$ cat config.mk
export PLATFORM = sky130hd
export DESIGN_NAME = breath_led_pwm
export DESIGN_NICKNAME = d
export VERILOG_FILES = /design/src/rtl/breath_pkg.sv /design/src/rtl/breath_channel.sv /design/src/rtl/breath_led_pwm.sv
export SDC_FILE = /design/constraint.sdc
export NUM_CORES = 1
export LEC_CHECK = 0
export ABC_AREA = 1
export CORE_ASPECT_RATIO = 1.25
export CORE_MARGIN = 3
export CORE_UTILIZATION = 47
export CTS_BUF_LIST = sky130_fd_sc_hd__clkbuf_8
export CTS_CLUSTER_DIAMETER = 200
export DETAILED_ROUTE_END_ITERATION = 6
export PLACE_DENSITY_LB_ADDON = 0.05
export SLEW_MARGIN = 20
export SYNTH_ARGS = -nofsm -noshare
export SYNTH_HDL_FRONTEND = slang
export SYNTH_SLANG_ARGS = --single-unit
$ cat constraint.sdc
create_clock -name clk -period 2.3 [get_ports clk]
set_clock_uncertainty 0.1 [all_clocks]
set_input_delay 0.46 -clock clk [delete_from_list [all_inputs] [get_ports clk]]
set_output_delay 0.46 -clock clk [all_outputs]
set_load 0.005 [all_outputs]
$ cat src/rtl/breath_pkg.sv
// Shared encodings and helpers for the breathing-LED PWM controller and its channels.
package breath_pkg;

  localparam logic [1:0] MODE_OFF     = 2'd0;
  localparam logic [1:0] MODE_SOLID   = 2'd1;
  localparam logic [1:0] MODE_BREATHE = 2'd2;
  localparam logic [1:0] MODE_BLINK   = 2'd3;

  localparam logic DIR_UP   = 1'b1;
  localparam logic DIR_DOWN = 1'b0;

  // Start-of-ramp offset that spreads the channels evenly across the duty range.
  function automatic int unsigned phase_offset(input int unsigned ch,
                                               input int unsigned num_ch,
                                               input int unsigned pwm_bits);
    return ch * ((32'd1 << pwm_bits) / num_ch);
  endfunction

endpackage

$ cat src/rtl/breath_channel.sv
// One LED channel: triangle-ramping duty/direction registers plus the registered LED compare.
module breath_channel
  import breath_pkg::*;
#(
  parameter int                  PWM_BITS  = 8,
  parameter logic [PWM_BITS-1:0] INIT_DUTY = '0
) (
  input  logic                clk,
  input  logic                rst,
  input  logic                en,
  input  logic                wrap,
  input  logic [1:0]          mode_q,
  input  logic [PWM_BITS-1:0] pwm_cnt,
  output logic                led
);

  localparam logic [PWM_BITS-1:0] DUTY_MAX = '1;
  localparam logic [PWM_BITS-1:0] DUTY_ONE = PWM_BITS'(1);

  logic [PWM_BITS-1:0] duty;
  logic                dir;
  logic                ramp_p0;
  logic [PWM_BITS:0]   step_p0;
  logic                led_p0;

  // The direction flips on the same update that reaches a rail; a start value
  // already sitting on a rail turns around instead of wrapping.
  function automatic logic [PWM_BITS:0] ramp_step(input logic                d,
                                                  input logic [PWM_BITS-1:0] v);
    logic [PWM_BITS-1:0] nv;
    logic                nd;
    if (d == DIR_UP) begin
      nv = (v == DUTY_MAX) ? v - DUTY_ONE : v + DUTY_ONE;
      nd = (nv == DUTY_MAX || v == DUTY_MAX) ? DIR_DOWN : DIR_UP;
    end else begin
      nv = (v == '0) ? v + DUTY_ONE : v - DUTY_ONE;
      nd = (nv == '0 || v == '0) ? DIR_UP : DIR_DOWN;
    end
    return {nd, nv};
  endfunction

  assign ramp_p0 = wrap && (mode_q == MODE_BREATHE || mode_q == MODE_BLINK);
  assign step_p0 = ramp_step(dir, duty);

  always_comb begin
    led_p0 = 1'b0;
    if (en) begin
      case (mode_q)
        MODE_SOLID:   led_p0 = 1'b1;
        MODE_BREATHE: led_p0 = (pwm_cnt < duty);
        MODE_BLINK:   led_p0 = (dir == DIR_UP);
        default:      led_p0 = 1'b0;
      endcase
    end
  end

  // stage p0 -> p1: duty/dir advance once per period, LED drive registered
  always_ff @(posedge clk) begin
    if (rst) begin
      duty <= INIT_DUTY;
      dir  <= DIR_UP;
      led  <= 1'b0;
    end else begin
      if (ramp_p0) begin
        duty <= step_p0[PWM_BITS-1:0];
        dir  <= step_p0[PWM_BITS];
      end
      led <= led_p0;
    end
  end

endmodule

$ cat src/rtl/breath_led_pwm.sv
// Multi-channel PWM breathing-LED controller: prescaler and shared PWM counter feeding
// NUM_CH phase-staggered breath_channel instances.
module breath_led_pwm
  import breath_pkg::*;
#(
  parameter int NUM_CH   = 4,
  parameter int PWM_BITS = 8,
  parameter int CLK_DIV  = 1000,
  parameter int DIV_W    = 16
) (
  input  logic              clk,
  input  logic              rst,
  input  logic              en,
  input  logic [1:0]        mode,
  output logic [NUM_CH-1:0] led,
  output logic              tick_out,
  output logic              period_done
);

  localparam logic [DIV_W-1:0]    DIV_LAST = DIV_W'(CLK_DIV - 1);
  localparam logic [DIV_W-1:0]    DIV_ONE  = DIV_W'(1);
  localparam logic [PWM_BITS-1:0] CNT_MAX  = '1;
  localparam logic [PWM_BITS-1:0] CNT_ONE  = PWM_BITS'(1);

  logic [DIV_W-1:0]    prescaler;
  logic [PWM_BITS-1:0] pwm_cnt;
  logic [1:0]          mode_q;
  logic                tick_p0;
  logic                wrap_p0;

  // Gating the tick with en freezes every counter downstream while disabled.
  assign tick_p0 = en && (prescaler == DIV_LAST);
  assign wrap_p0 = tick_p0 && (pwm_cnt == CNT_MAX);

  // stage p0 -> p1: counters advance, pulses registered, mode latched at period boundary
  always_ff @(posedge clk) begin
    if (rst) begin
      prescaler   <= '0;
      pwm_cnt     <= '0;
      mode_q      <= MODE_OFF;
      tick_out    <= 1'b0;
      period_done <= 1'b0;
    end else begin
      tick_out    <= tick_p0;
      period_done <= wrap_p0;
      if (en) prescaler <= tick_p0 ? '0 : prescaler + DIV_ONE;
      if (tick_p0) pwm_cnt <= pwm_cnt + CNT_ONE;
      if (wrap_p0) mode_q <= mode;
    end
  end

  for (genvar i = 0; i < NUM_CH; i++) begin : g_ch
    breath_channel #(
      .PWM_BITS  (PWM_BITS),
      .INIT_DUTY (PWM_BITS'(phase_offset(i, NUM_CH, PWM_BITS)))
    ) u_ch (
      .clk     (clk),
      .rst     (rst),
      .en      (en),
      .wrap    (wrap_p0),
      .mode_q  (mode_q),
      .pwm_cnt (pwm_cnt),
      .led     (led[i])
    );
  end

endmodule

# After elaboration in Yosys (flattened, before gate mapping)
# Cells that the tools add are included.
[totals]
register_bits = 68
output_inout_bits = 6
wordCells = 95
[classes]
add_sub_neg = 10
order_cmp = 4
n_eq_ne = 13
n_mux = 29
bitwise_logic = 1
n_reduce_logical = 21
[op_table]
columns = ["cell", "count"]
rows = [
  ["2-to-1 mux 8 bit", 12],
  ["equality test 8 bit, second input constant", 9],
  ["logical NOT 8 bit", 8],
  ["adder 8 x 1 -> 8 bit, second input constant", 5],
  ["< comparator 8 bit", 4],
  ["subtractor 8 x 1 -> 8 bit, second input constant", 4],
  ["adder 16 x 1 -> 16 bit, second input constant", 1],
  ["equality test 16 x 10 -> 1 bit, second input constant", 1],
  ["2-to-1 mux 16 bit", 1],
  ["2-to-1 mux 1 bit", 12],
  ["case mux 1 bit (3 select lines)", 4],
  ["logical OR 1 bit", 9],
  ["equality test 2 bit, second input constant", 2],
  ["logical AND 1 bit", 3],
  ["equality test 2 x 1 -> 1 bit, second input constant", 1],
  ["OR reduction 2 bit", 1],
  ["NOT 1 bit", 1],
]

# Logic depth before layout (Yosys ltp)
[logic_depth]
depth_word = 6
ltp_mapped = 14
mapped_depth_nobuf = 14

# Hierarchy
# Synthesis repeated with hierarchy kept, for this count alone.
[unflattened]
hier_cells = 957
hier_area_um2 = 5970.7
[by_module_without_submodules]
columns = ["mod", "n_inst", "cells_each", "area_per_inst_um2", "seq_area_each_um2"]
rows = [
  ["breath_led_pwm", 1, 220, 1531.5, 560.5],
  ["breath_channel at g_ch[0].u_ch", 1, 187, 1133.6, 200.2],
  ["breath_channel at g_ch[1].u_ch", 1, 184, 1123.6, 200.2],
  ["breath_channel at g_ch[3].u_ch", 1, 182, 1094.8, 200.2],
  ["breath_channel at g_ch[2].u_ch", 1, 184, 1087.3, 200.2],
]

# Least setup slack after synthesis
# Ideal clock, no wire load.
[synth_path]
kind = "register to register"
startpoint = "register pwm_cnt[1]"
endpoint = "register g_ch[1].u_ch.duty[2]"
setup_ps = 131
arrival_time_ps = 1497
setup_slack_ps = 572
path_stages_with_launch = 8
n_path_buf = 1
cell_sequence = "dfxtp_1 > ha_1 > nand3_1 > nor3_1 > nand4_4 > clkbuf_1 > nand2_1 > a21oi_2"
[synth_via]
elab_chain_cells = 3
[synth_rtl]
columns = ["item", "line", "rtl"]
rows = [
  ["from (decl)", "breath_led_pwm.sv:26", "logic [PWM_BITS-1:0] pwm_cnt;"],
  ["from (signal assigned)", "breath_led_pwm.sv:47", "if (tick_p0) pwm_cnt <= pwm_cnt + CNT_ONE;"],
  ["equality test 8 bit", "breath_led_pwm.sv:33", "assign wrap_p0 = tick_p0 && (pwm_cnt == CNT_MAX);"],
  ["logical AND 1 bit", "breath_led_pwm.sv:33", ""],
  ["logical AND 1 bit", "breath_channel.sv:42", "assign ramp_p0 = wrap && (mode_q == MODE_BREATHE || mode_q == MODE_BLINK);"],
  ["to (signal assigned)", "breath_channel.sv:65", "duty <= step_p0[PWM_BITS-1:0];"],
  ["to (decl)", "breath_channel.sv:20", "logic [PWM_BITS-1:0] duty;"],
]
# No other way between the ends.
# A chain may end at the register's enable or synchronous reset.

# Worst setup path after layout
[layout_path]
startpoint = "register g_ch[1].u_ch.duty[1]"
endpoint = "register g_ch[1].u_ch.dir"
[layout_via]
elab_chain_cells = 6
elab_cells_between_ends = 13
cone_classes = "add/sub (2); eq/ne (2); mux (5); reduce/logical (4)"
[layout_rtl]
columns = ["item", "line", "rtl"]
rows = [
  ["adder 8 x 1 -> 8 bit, or another cell as far along", "breath_channel.sv:33, breath_channel.sv:36", ""],
  ["2-to-1 mux 8 bit (on tied branches)", "breath_channel.sv:33, breath_channel.sv:36", ""],
  ["equality test 8 bit / logical NOT 8 bit (equally long branches)", "breath_channel.sv:34, breath_channel.sv:37", ""],
  ["logical OR 1 bit (on tied branches)", "breath_channel.sv:34, breath_channel.sv:37", ""],
  ["2-to-1 mux 1 bit (on tied branches)", "breath_channel.sv:34, breath_channel.sv:37", ""],
  ["2-to-1 mux 1 bit *", "breath_channel.sv:32", "if (d == DIR_UP) begin"],
  ["to (signal assigned)", "breath_channel.sv:66", "dir <= step_p0[PWM_BITS];"],
  ["to (decl)", "breath_channel.sv:21", "logic dir;"],
]
# Every way passes the cells marked *; elsewhere a longest branch is shown, timed or not.

==> flow_summary.toml <==
[clock_network]
cts_max_path_buffers = 2
clkSlewWorstSetupHoldPaths_ns = 0.09
ctsRootBufferMaster = "clkbuf_8"
htreeDepth = 3
cts_made_buffers = 9
clkLatencyLatePin_ns = 0.37
holdBufCountCts = 0
cts_sinks = 68
cts_tree = "built"

[pwr]
ir_drop_uv = 279
p_leak_nw = 2.73
powerDensity_nw_per_um2 = 377
finalPower_mw = 2.32

[timing]
setup_tns_ns = 0
timing.hold.ws_ns = 0.402
setup_ws_ns = 0.226
fin_crit_sh = 0.902
max_freq_ghz = 0.482
finalSetupViolations = 0
fin_crit_ns = 2.07
rsz0062_at_grt = "false"
maxSlewHeadroom = 0.656
tightest_slew_ns = 0.516
hold_viol_final = 0
finalMaxSlewViolations = 0

[logic_synthesis]
synth_cells = 920
synth_edf_count = 0
ys.flop_type = "dfxtp_1"
synth_top_area_frac = 0.242
netlist_top_cells_count = "nand2_1 (297), inv_1 (96), a21oi_1 (78)"
synthesis.area_um2 = 5620
synth.most_common_cell = "nand2_1"
syn_area_per_cell_um2 = 6.10
synth.area.top_cells = "dfxtp_1 (24%), nand2_1 (20%), ha_1 (11%)"
synth.ff_latch_count = 68
synth_nets = 975
ys_seq_area_frac = 0.242
synth_top_cell_by_area = "dfxtp_1"
ys_async_sr_fraction = 0
yosysUniqueCellTypes = 40
yosys_warnings = 0

[setup_path]
cp.required_ns = 2.47
path_max_fanout = 5
arrival_ns = 2.24
start_kind = "register"
critPathKind = "register to register"
worstSetupEndpointType = "register"
rr_worst_depth = 10

[floorplan]
fp.dieW_um = 104
initial_utilization = 0.481
fp.dieH_um = 128
core_um2 = 11700
core.rowCount = 44
ios = 11
die_area_um2 = 13300

[place]
dp_hpwl_um = 11700
gp_congestion = 0.920
place_worst_setup_slack_ns = 0.101
placed_cell_area_um2 = 5930
io_buffers = 10

[grt]
grt_pass1_wl_um = 26300
grt_usage = 0.240
grt_pass1_vias = 5486
grt_max_degree = 36
overflow = 0
antenna_found_initial = 0

[route]
first_pass_iters = 5
vias = 5781
avgViaCountPerCell = 5.25
wl_per_cell_um = 14.2
drt_iter0_drc = 258
postRouteWirelength_um = 15600
drcViolationCount = 0
detail-route-antenna-nets = 0

[run_status]
status = "finished, final reports clean"

[flow_run]
max_cap_viol_count = 0

[min_path]
hold_class = "register to register"
hold_path_depth = 2

[finish]
antenna_cells = 0
area_delta_synth_final_pct = 9.29
layout-drive-gt1-share = 0.0702
final_net_count = 990
design_area_um2 = 6140
[through the flow]
step,utilization,std cells
after global routing,0.526,1101
after CTS,0.526,1101
final,0.526,1101
after floorplan,-,920
after global placement,0.508,1085
after detailed placement,0.508,1085
[flip-flops by register name (all words and copies together) (netlist names)]
register        count
prescaler          16
period_done         1
mode_q              2
g_ch.u_ch.duty     32
pwm_cnt             8
g_ch.u_ch.dir       4
tick_out            1
g_ch.u_ch.led       4
[final timing paths]
| kind | slack [ns] | startpoint | to |
|---|---|---|---|
| max | 0.23 | g_ch[1].u_ch.duty[1] | g_ch[1].u_ch.dir |
| min | 0.40 | prescaler[15] | prescaler[15] |
| max reg2reg | 0.23 | g_ch[1].u_ch.duty[1] | g_ch[1].u_ch.dir |
| min reg2reg | 0.40 | prescaler[15] | prescaler[15] |
[routing by layer]
layer / vias to the layer above / GRT usage / share of wire
met3: 23 / 0.0312 / 0.043
met2: 133 / 0.412 / 0.47
met1: 2598 / 0.313 / 0.47
li1: 3027 / - / -
met4: 0 / 0.0814 / 0.020
met5: - / 0 / 0
[cells in the final DEF (no fill, tap or decap), types with 2 or more instances in the layout]
| cell type | netlist | routed |
|---|---|---|
| nand3_1 | 62 | 62 |
| ha_1 | 50 | 50 |
| nand4_1 | 22 | 22 |
| xor2_1 | 9 | 9 |
| nand3b_1 | 4 | 4 |
| clkinv_4 | 0 | 3 |
| clkdlybuf4s50_1 | 0 | 10 |
| xnor2_1 | 5 | 5 |
| a21oi_1 | 78 | 78 |
| dfxtp_1 | 68 | 68 |
| buf_4 | 8 | 18 |
| inv_1 | 96 | 96 |
| o211ai_1 | 3 | 3 |
| o21ai_0 | 56 | 55 |
| nor3_2 | 7 | 7 |
| nor2_1 | 76 | 76 |
| or2_2 | 2 | 2 |
| a21o_1 | 3 | 3 |
| o21ai_1 | 7 | 8 |
| clkbuf_8 | 0 | 9 |
| nor3_1 | 19 | 19 |
| nor2_2 | 3 | 3 |
| nand2_1 | 297 | 297 |
| inv_2 | 13 | 13 |
[power breakdown]
group          internal (mW)  switching, mW
logic                 0.0184         0.0392
clock network          0.518          0.559
registers               1.18        0.00239
total                   1.71          0.600
[logic make-up after synthesis]
logic type / Yosys count / synth area share
xor+xnor: 14 / 0.0218
compound gates: 155 / 0.145
fa+ha+maj: 50 / 0.111
flops: 68 / 0.242
simple gates: 498 / 0.381
buf+inv: 135 / 0.0992
[layout make-up]
class                   instances  area [um2]
clock buffers                   9         124
clock inverters                 7        83.8
fillers                      1246        5530
inverters                     110         414
multi-input cells             717        3700
flip-flops and latches         68        1360
well taps                     161         201
repair buffers                 29         255
[worst max-delay path, cell delays in order, from the launching register on]
cell and delay (ns):
dfxtp_1 0.44, ha_1 0.24, inv_1 0.07, nor3_1 0.25, nand2_1 0.24, o21ai_1 0.17
nand2_1 0.08, nor2_1 0.12, nand2_1 0.07, a21oi_1 0.12, nand2_1 0.06
[timing repair]
action | 4_1_cts | 5_1_grt
setup endpoints to repair | 0 | 1
resized for setup | 0 | 1
setup buffers | 0 | 0
Note: power is estimated with default switching activity, not from simulation.
==> RTL edit 1, RTL diff (config.mk and constraints unchanged) <==
Put a register stage on the output `led`, cleared by the reset. The value now appears one clock later. The other outputs are not delayed to match.
--- a/src/rtl/breath_led_pwm.sv
+++ b/src/rtl/breath_led_pwm.sv
@@ -23,2 +23,4 @@
   localparam logic [PWM_BITS-1:0] CNT_ONE  = PWM_BITS'(1);
+
+  logic [NUM_CH-1:0] led_d;
 
@@ -62,4 +64,12 @@
       .pwm_cnt (pwm_cnt),
-      .led     (led[i])
+      .led     (led_d[i])
     );
+  end
+
+  always_ff @(posedge clk) begin
+    if (rst) begin
+      led <= '0;
+    end else begin
+      led <= led_d;
+    end
   end
Check against the original RTL: same outputs for any inputs over 10 cycles, from zero or initial values and one cycle with rst high; that may be too few to reach the edited logic, so the function may still have changed.
==> RTL edit 1 against the unedited design <==
  * Hold slack got worse by 0.096 ns
  * Via count rose by 2.6%
  * Total power rose by 0.12%
  * Critical endpoint unchanged
  * Sequential cell count is 4 higher
  * Global-route usage down 0.67 points
  * Cell area up 4.5%
  * Utilization increased by 1.4 points
  * Combinational power increased by 5.6%
  * Largest power group unchanged
  * Wire length fell by 0.82%
  * Area after synthesis up 3.8%
  * Worst setup slack improved by 0.058 ns
  * Die area up 3.6%
==> RTL edit 1: results (changes against the unedited design) <==
- Post-synthesis xor/xnor area fraction: 1.95% (-0.23 points)
- Syn_area_per_cell: 6.27 sq um (+2.8%)
- Initial antenna violation count: 0 (unchanged)
- Multiplexer area fraction after synthesis: 0% (unchanged)
- M1 WL: 6830 um (-7.1%)
- Met3 WL: 625 um (-6.7%)
- Worst-skew pair later-pin latency: 0.35 ns (-0.02 ns)
- CP max-delay cell: dfxtp_1
- Max incr delay on CP: 0.49 ns (+0.05 ns)
- Hold WC Path Type: flip-flop to flip-flop
- Vias in the first global route: 5537 (+0.93%)
- Netlist cell types: 43 (+7.5%)
- Final WL: 15500 um (-0.82%)
- Met2 routed WL: 7540 um (+3.3%)
- Diodes inserted: 0 (unchanged)
- Post-CTS Setup Inserts: 0 (unchanged)
- Post-CTS resize count: 0 (unchanged)
- Synth async-reset ratio: 0% (unchanged)
- Delay-heaviest family, CP: simple AND/OR/NAND/NOR gates
- Register area share after synthesis: 24.7% (+0.49 points)
- Main combinational cell family by area after synthesis: simple AND/OR/NAND/NOR gates
- Clock slew at reported path FFs: 0.08 ns
- I/O Buffers: 10 (unchanged)
- WP data arrival: 2.16 ns (-0.08 ns)
- Leak Pwr: 2.82 nW (+3.2%)
- Clock Tree Root: clkbuf_8
- DPL Wire Length: 12000 um (+2.6%)
- Top cells by count, synth: nand2_1 (277), nor2_1 (102), inv_1 (101), nand3_1 (80), dfxtp_1 (72)
- Yosys Warn Count: 0 (unchanged)
- WL/cell: 13.9 um (-2.3%)
- Syn Nets: 984 (+0.92%)
- Worst-margin pin slew: 0.424 ns (-0.0919 ns)
- Clk buf depth: 2 (unchanged)
- Psw: 0.547 mW (-8.9%)
- Initial drt markers: 437 (+69%)
- GR Util All Layers: 23.3% (-0.67 points)
- Post-synthesis adder-cell area fraction: 10.7% (-0.41 points)
- Compound-cell area share of the yosys netlist: 14.3% (-0.16 points)
- Peak supply drop: 0.262 mV (-6.3%)
- First-pass GRT wire length: 26100 um (-0.68%)
- Vias/cell: 5.31 (+1.1%)
- DR top layer: met4
- Num CTS Buffers: 9 (unchanged)
- Placed Cells incl. Taps: 1102 (+1.6%)
- Critical Path Fanout Max: 7 (+2)
- Fill cell count: 1269 (+1.8%)
- Final nets: 1007 (+1.7%)
- Outcome: finished, final reports clean
- H-Tree Depth: 3 (unchanged)
- Router iterations before antenna repair: 5 (unchanged)
- Pin count of the biggest net entering global routing: 45 (+25%)
- Area contributors post-synth: dfxtp_1 (25%), nand2_1 (18%), ha_1 (11%)
- Top flop regs: g_ch.u_ch.duty: 32 flops, prescaler: 16 flops, pwm_cnt: 8 flops
- Gp weighted congestion: 0.912 (-0.80%)
- Share of post-route cells with drive strength above 1: 8.05% (+1.0 points)
## RTL edit 1: worst paths after layout
kind / cells after the start / from / slack, ns / endpoint
worst max-delay path: 10 / g_ch[1].u_ch.duty[1] / 0.28 / g_ch[1].u_ch.dir
worst max register to register: 10 / g_ch[1].u_ch.duty[1] / 0.28 / g_ch[1].u_ch.dir
worst min-delay path: 2 / g_ch[3].u_ch.led / 0.31 / led[3]
worst min register to register: 2 / g_ch[3].u_ch.led / 0.31 / led[3]
## RTL edit 1: final cells by class
class	count	area, sq um	share of cell area (%)
inverters	106	398	6.20
clock inverters	7	70.1	1.09
clock buffers	9	124	1.93
repair buffers	39	363	5.66
flip-flops and latches	72	1440	22.5
multi-input cells	724	3820	59.5
well taps	161	201	3.14
## RTL edit 1: cells by family (layout without fill, tap and decap cells)
group,Yosys count,count (layout)
simple gates,519,519
compound gates,142,142
buf+inv,133,161
flops,72,72
fa+ha+maj,50,50
xor+xnor,13,13
## RTL edit 1: routing by layer
metal | vias to the layer above | track usage (%)
met5 | - | 0
met1 | 2683 | 28.9
li1 | 3091 | -
met4 | 0 | 10.5
met2 | 120 | 40.6
met3 | 40 | 3.14
## RTL edit 1: power groups by stage
stage | combinational, mW | clock, mW | sequential [mW]
after detailed placement | 0.0610 | 0 | 1.28
after floorplan | 0.0300 | 0 | 1.28
after CTS | 0.0611 | 1.04 | 1.25
after global routing | 0.0657 | 1.11 | 1.25
final | 0.0607 | 1.01 | 1.25
after global placement | 0.0607 | 0 | 1.28
## RTL edit 1: through the flow
stage	setup slack (ns)	setup TNS [ns]	cell area, sq um
final	0.284	0	6410
after global routing	0.0785	0	6410
after CTS	0.295	0	6410
after detailed placement	-0.00472	-0.00596	6220
after global placement	0.0319	0	6220
after floorplan	0.526	0	5830
==> RTL edit 2, RTL diff (config.mk and constraints unchanged) <==
Made on the original files. `PWM_BITS` is set to 8 in 2 places; all go to 12.
--- a/src/rtl/breath_channel.sv
+++ b/src/rtl/breath_channel.sv
@@ -4,3 +4,3 @@
 #(
-  parameter int                  PWM_BITS  = 8,
+  parameter int                  PWM_BITS  = 12,
   parameter logic [PWM_BITS-1:0] INIT_DUTY = '0
--- a/src/rtl/breath_led_pwm.sv
+++ b/src/rtl/breath_led_pwm.sv
@@ -6,3 +6,3 @@
   parameter int NUM_CH   = 4,
-  parameter int PWM_BITS = 8,
+  parameter int PWM_BITS = 12,
   parameter int CLK_DIV  = 1000,
Formal check against the unedited RTL: same outputs for any inputs over 10 cycles, from zero or initial values and one cycle with rst high; that may be too few to reach the edited logic, so the function may still have changed.
==> RTL edit 2 against the unedited design <==
  * Sequential cell count up 20
  * Worst setup slack got worse by 0.047 ns
  * Cell area up 47%
  * Critical path depth grew 3
  * Area after synthesis is 43% higher
  * Total power rose by 20%
  * Synthesized cell count rose by 48%
  * Wire length increased by 54%
==> RTL edit 2: results (changes against the unedited design) <==
- Leak Pwr: 4.23 nW (+55%)
- Hold Path Stages: 4 (+2)
- Compound-cell area share of the yosys netlist: 14.3% (-0.20 points)
- Non-Clock Buffer Count: 87 (+200%)
- Syn_area_per_cell: 5.90 sq um (-3.4%)
- Minimum setup slack in the final design: 0.179 ns (-0.0473 ns)
- WHS Endpoint: prescaler[10]
- Critical Path Fanout Max: 7 (+2)
- Worst hold margin: 0.342 ns (-0.0601 ns)
- Post-synthesis xor/xnor area fraction: 3.17% (+0.99 points)
- Worst-margin pin slew: 0.665 ns (+0.149 ns)
- Outcome: finished, final reports clean
- Final WL: 24100 um (+54%)
- Worst-skew pair later-pin latency: 0.39 ns (+0.02 ns)
- Netlist cell types: 43 (+7.5%)
- Vias: 8835 (+53%)
- Sequential logic power: 1.53 mW (+30%)
- Final nets: 1476 (+49%)
- Int Power: 2.08 mW (+21%)
- GR Util All Layers: 26.0% (+2.0 points)
- Register area: 0.00176 sq mm (+29%)
- Post-synthesis adder-cell area fraction: 9.69% (-1.5 points)
- Share of post-route cells with drive strength above 1: 9.69% (+2.7 points)
- Signal inverters: 135 (+23%)
- Initial drt markers: 486 (+88%)
- Multi-input gates: 1088 (+52%)
- Pin count of the biggest net entering global routing: 55 (+53%)
- First-pass GRT wire length: 39300 um (+50%)
- Number of clock buffers in the layout: 10 (+1)
- Vias/cell: 5.42 (+3.2%)
- Seq area share: 19.5% (-2.7 points)
- Clock-cell share: 2.27% (-1.1 points)
- Placed Cells incl. Taps: 1613 (+49%)
- Vias in the first global route: 8180 (+49%)
- Worst r2r path cells: 13 (+3)
- Fraction of area in multi-input gates: 61.4% (+1.2 points)
- Top cells by count, synth: nand2_1 (443), nor2_1 (163), inv_1 (125), nand3_1 (110), a21oi_1 (102)
- Tapcells: 216 (+34%)
- Peak supply drop: 0.245 mV (-12%)
- Top flop regs: g_ch.u_ch.duty: 48 flops, prescaler: 16 flops, pwm_cnt: 12 flops
- Register area share after synthesis: 22.0% (-2.2 points)
- Post-Place Setup Slack: -0.191 ns (-0.292 ns)
- Buffering overhead: 8.15% (+4.0 points)
- Area contributors post-synth: dfxtp_1 (22%), nand2_1 (21%), ha_1 (9.7%)
RTL edit 2: worst max-delay path, delay by kind of cell (launching register included):
family / cells / cell delay (ns)
buffers and inverters: 2 / 0.26
adder cells (fa/ha/maj): 1 / 0.25
AND/OR/NAND/NOR: 10 / 0.94
flip-flops: 1 / 0.45
RTL edit 2: repair_timing:
item | CTS | global route
buffers inserted | 0 | 1
endpoints found under the setup margin | 0 | 10
resized for setup | 0 | 10
RTL edit 2: routing by layer:
layer | share of wire (%) | wire (um) | track usage (%) | vias to the layer above
met3 | 4.3 | 1050 | 3.50 | 40
met1 | 45 | 10800 | 33.4 | 4054
li1 | - | - | - | 4510
met5 | 0 | 0 | 0 | -
met2 | 49 | 11700 | 44.0 | 231
met4 | 2.3 | 546 | 9.07 | 0
